**src/rtl/cpu_types_pkg.sv**
```systemverilog
// Shared CPU datapath types: the machine word and the RAM handshake state.
package cpu_types_pkg;

    localparam int WORD_W = 32;

    typedef logic [WORD_W-1:0] word_t;

    typedef enum logic [1:0] {
        FREE   = 2'b00,
        BUSY   = 2'b01,
        ACCESS = 2'b10,
        ERROR  = 2'b11
    } ramstate_t;

endpackage

```
**src/rtl/mem_arbiter.sv**
```systemverilog
// Shares the single RAM port between instruction fetch and data access.
// Data has priority, but a starvation counter forces an instruction grant.
module mem_arbiter
    import cpu_types_pkg::*;
#(
    parameter int STARVE_LIMIT = 4
)
(
    input  logic      CLK,
    input  logic      nRST,
    input  logic      iREN,
    input  word_t     iaddr,
    input  logic      dREN,
    input  logic      dWEN,
    input  word_t     daddr,
    input  word_t     dstore,
    output logic      iwait,
    output logic      dwait,
    output word_t     iload,
    output word_t     dload,
    output logic      ramREN,
    output logic      ramWEN,
    output word_t     ramaddr,
    output word_t     ramstore,
    input  word_t     ramload,
    input  ramstate_t ramstate
);

    localparam int                CNT_W = $clog2(STARVE_LIMIT + 1);
    localparam logic [CNT_W-1:0] LIMIT = CNT_W'(STARVE_LIMIT);

    typedef enum logic [1:0] {
        IDLE,
        IGRANT,
        DGRANT
    } state_t;

    state_t           state;
    logic [CNT_W-1:0] starve_cnt;
    logic             dreq;
    logic             ram_done;

    assign dreq     = dREN | dWEN;
    assign ram_done = (ramstate == ACCESS);

    // BUSY, FREE and ERROR all hold the grant; a withdrawn request drops back to IDLE.
    always_ff @(posedge CLK or negedge nRST) begin
        if (!nRST) begin
            state      <= IDLE;
            starve_cnt <= '0;
        end else begin
            case (state)
                IDLE: begin
                    if (dreq && (starve_cnt < LIMIT))
                        state <= DGRANT;
                    else if (iREN)
                        state <= IGRANT;
                    else if (dreq)
                        state <= DGRANT;
                end
                IGRANT: begin
                    if (!iREN) begin
                        state <= IDLE;
                    end else if (ram_done) begin
                        state      <= IDLE;
                        starve_cnt <= '0;
                    end
                end
                DGRANT: begin
                    if (!dreq) begin
                        state <= IDLE;
                    end else if (ram_done) begin
                        state <= IDLE;
                        if (!iREN)
                            starve_cnt <= '0;
                        else if (starve_cnt < LIMIT)
                            starve_cnt <= starve_cnt + CNT_W'(1);
                    end
                end
                default: state <= IDLE;
            endcase
        end
    end

    // Only the granted requester reaches the RAM; the other one keeps waiting.
    always_comb begin
        iwait    = iREN;
        dwait    = dreq;
        iload    = '0;
        dload    = '0;
        ramREN   = 1'b0;
        ramWEN   = 1'b0;
        ramaddr  = '0;
        ramstore = '0;
        case (state)
            IGRANT: begin
                ramREN  = iREN;
                ramaddr = iaddr;
                if (iREN && ram_done) begin
                    iwait = 1'b0;
                    iload = ramload;
                end
            end
            DGRANT: begin
                ramREN   = dREN;
                ramWEN   = dWEN;
                ramaddr  = daddr;
                ramstore = dstore;
                if (dreq && ram_done) begin
                    dwait = 1'b0;
                    dload = dREN ? ramload : '0;
                end
            end
            default: ;
        endcase
    end

endmodule

```
**config.mk**
```make
export PLATFORM = sky130hd
export DESIGN_NAME = mem_arbiter
export DESIGN_NICKNAME = d
export VERILOG_FILES = /design/src/rtl/cpu_types_pkg.sv /design/src/rtl/mem_arbiter.sv
export SDC_FILE = /design/constraint.sdc
export NUM_CORES = 1
export LEC_CHECK = 0
export CORE_AREA = 2 2 103 105
export DETAILED_ROUTE_END_ITERATION = 10
export DIE_AREA = 0 0 105 107
export SETUP_SLACK_MARGIN = 0.15
export SYNTH_ARGS = -nofsm -noshare
export SYNTH_HDL_FRONTEND = slang
export SYNTH_SLANG_ARGS = --single-unit
```
**constraint.sdc**
```tcl
create_clock -name CLK -period 2.65 [get_ports CLK]
set_input_delay 0.795 -clock CLK [delete_from_list [all_inputs] [get_ports CLK]]
set_output_delay 0.795 -clock CLK [all_outputs]
set_load 0.1 [all_outputs]
```
==> impl_metrics.toml <==
[outcome]
status = "finished, final reports clean"

[place]
portBuffers = 266
hpwlAfterDp_mm = 9.05
numPlacedInstances = 620
gp_congestion = 0.848
placed_area_um2 = 6260
dp_slack_ns = -0.286

[min_path]
min-delay-path-class = "reg2reg"
hold_path_depth = 1

[final_layout]
multi_input_area_um2 = 1930
diodes = 0
nets = 673
nFillCells = 724
stdcell_count = 668
drive_gt1_frac = 0.667
area_delta_synth_final_pct = 356
finalInstanceArea_um2 = 7200
finish.utilization = 0.713
ff_latch_area_um2 = 128

[sta]
final.setup_skew_ns = 0.000756
setup_ws_ns = 0.0233
worst_slew_pin_slew_ns = 0.354
fin_crit_sh = 0.991
hold_violations = 0
fmax_ghz = 0.381
period_needed_ns = 2.63
fin_setup_tns_ns = 0
rsz0062_at_grt = "true"
drv_slew = 0
setup_viol = 0
slew-limit-headroom = 0.761

[pwr]
vdd_drop_max_uv = 759
powerDensity_nw_per_um2 = 881
p_leak_nw = 2.90

[setup_path]
required_ns = 1.86
start_kind = "input port"
rr_worst_depth = 10
endpoint_kind = "output pin"
cpPeakStageDelay_ns = 0.17
path_max_fanout = 6
path_class = "in2out"
cp_slowest_cell = "buf_12"
crit_arrival_ns = 1.83
crit_path_cell_trace = "buf_8, nand2b_4, nor2_4, buf_12, buf_12, buf_16, and2_4, buf_12"
critPathMostFrequentCell = "buf_12"

[global_routing]
grt_overflow = 0
grt_max_degree = 71
antenna_found_initial = 0
grt_pass1_wl_mm = 18.9
grt_use_total = 0.216
grt_pass1_vias = 3258

[clock_tree]
cts_made_buffers = 3
clock-sinks = 5
h-tree-depth = 1
clkTransAtPathRegs_ns = 0.03
clkLatencyLatePin_ns = 0.22
clock-root-buffer = "clkbuf_8"
clock_path_buffers = 2
cts_tree = "built"

[die]
io_pins = 267
initial_core_util = 0.157
core_um2 = 10100
die_area_um2 = 11200
num_rows = 37
die_w_um = 105
fp.dieH_um = 107

[yosys]
ys_types = 30
synthMuxAreaShare = 0.00713
synth_fa_ha_area_frac = 0.0396
syn-num-nets = 366
netlist_instances = 226
synth-seq-area-share = 0.0792
syn_area_per_cell_um2 = 6.99
synth_area_um2 = 1580
synthSimpleGateAreaFrac = 0.558
synthXorXnorAreaFrac = 0
synth_compound_area_frac = 0.230
yosysWarningCount = 0
synth-seq-cells = 5
synth_top_family_by_area = "simple AND/OR/NAND/NOR gates"

[route]
drt-vias-per-instance = 4.51
postRouteAntennaNets = 0
drc = 0
drt_iter0_drc = 104
dr.pass1.iters = 4
routed_wl_mm = 12.8
via_count = 3010
wl_per_cell_um = 19.1

[flow_run]
maxCapViolations = 0
## report_power, final
part | switching, W | leakage, nW | internal [W] | total [W]
sequential | 0.0000265 | 0.0630 | 0.000102 | 0.000129
combinational | 0.00360 | 2.82 | 0.00248 | 0.00608
clock | 0.0000384 | 0.0228 | 0.000103 | 0.000142
total | 0.00366 | 2.90 | 0.00268 | 0.00635
## state kept, by name, summed over array words and instances (netlist names)
| signal | count |
|---|---|
| starve_cnt | 3 |
| state | 2 |
## synthesized netlist by cell type
library cell	instances	area, µm²
mux2_2	1	11.3
a32o_1	1	10.0
a2bb2oi_1	1	8.76
nor4b_1	1	8.76
nor2b_1	35	219
inv_1	3	11.3
nor2_2	1	6.26
nand2b_1	1	6.26
buf_6	1	11.3
a21oi_1	1	5.00
dfrtp_1	5	125
a21boi_0	2	15.0
buf_4	1	7.51
buf_2	12	60.1
and2_2	1	7.51
clkbuf_1	7	26.3
o221ai_2	1	15.0
a2111oi_2	1	15.0
a22oi_1	33	248
nor4_2	1	12.5
and3_1	32	200
nor2_1	1	3.75
a211o_1	1	8.76
and2_1	65	407
nand2_1	3	11.3
a22o_1	2	17.5
o21ai_1	2	10.0
ha_1	5	62.6
clkbuf_2	4	20.0
a311o_1	1	10.0
## area by class of cell
class                           count  area share
Tap cell                          136      0.0236
Inverter                            3     0.00191
Timing Repair Buffer              327       0.683
Sequential cell                     5      0.0177
Clock buffer                        4     0.00626
Multi-Input combinational cell    193       0.267
## placed cells by master (no fill, tap or decap), drive strengths merged, types with 2 or more instances in the layout
master,count
buf,194
clkdlybuf4s50,129
and2,66
nor2b,35
a22oi,33
and3,32
clkbuf,7
ha,5
dfrtp,5
nand2,3
inv,3
a21boi,2
o21ai,2
a22o,2
nor2,2
## final timing paths
path	start	slack [ns]	endpoint
worst max-delay path	ramstate[0]	0.02	dload[13]
max in group asynchronous	nRST	1.63	state[1]$_DFFE_PN0P_
worst min register to register	starve_cnt[1]$_DFFE_PN0P_	0.52	starve_cnt[1]$_DFFE_PN0P_
worst max register to register	state[1]$_DFFE_PN0P_	0.80	starve_cnt[0]$_DFFE_PN0P_
worst min-delay path	starve_cnt[1]$_DFFE_PN0P_	0.52	starve_cnt[1]$_DFFE_PN0P_
min in group asynchronous	nRST	0.80	state[0]$_DFFE_PN0P_
## per-stage QoR
stage	hold WS (ns)	power (W)
after floorplan	0.477	0.00373
after global placement	0.494	0.00570
after detailed placement	0.511	0.00574
after CTS	0.523	0.00627
after global routing	0.571	0.00655
final	0.518	0.00635
## logic make-up after synthesis
| logic type | count (synthesis) |
|---|---|
| AOI/OAI and AO/OA | 46 |
| adders and majority gates | 5 |
| buffers and inverters | 28 |
| DFF | 5 |
| muxes | 1 |
| and+or+nand+nor | 141 |
## worst max-delay path, delay by kind of cell
| family | cells | cell delay [ns] |
|---|---|---|
| buffers and inverters | 5 | 0.61 |
| and+or+nand+nor | 3 | 0.42 |
## layer usage
layer	up-vias	global-route usage	routed length, µm
met5	-	0	0
met4	0	0.0800	456
met3	27	0.0578	979
met2	157	0.418	6940
met1	1421	0.220	4390
li1	1405	-	-
## what timing repair did
| action | 4_1_cts | 5_1_grt |
|---|---|---|
| gates resized for setup | 79 | 7 |
| pin swaps | 34 | 9 |
| setup buffers | 25 | 5 |
| hold buffers | 0 | 0 |
| endpoints found under the setup margin | 102 | 102 |
| hold endpoints to repair | 0 | 0 |
| gates cloned | 11 | 3 |
Power figures use the tool's default switching activity.
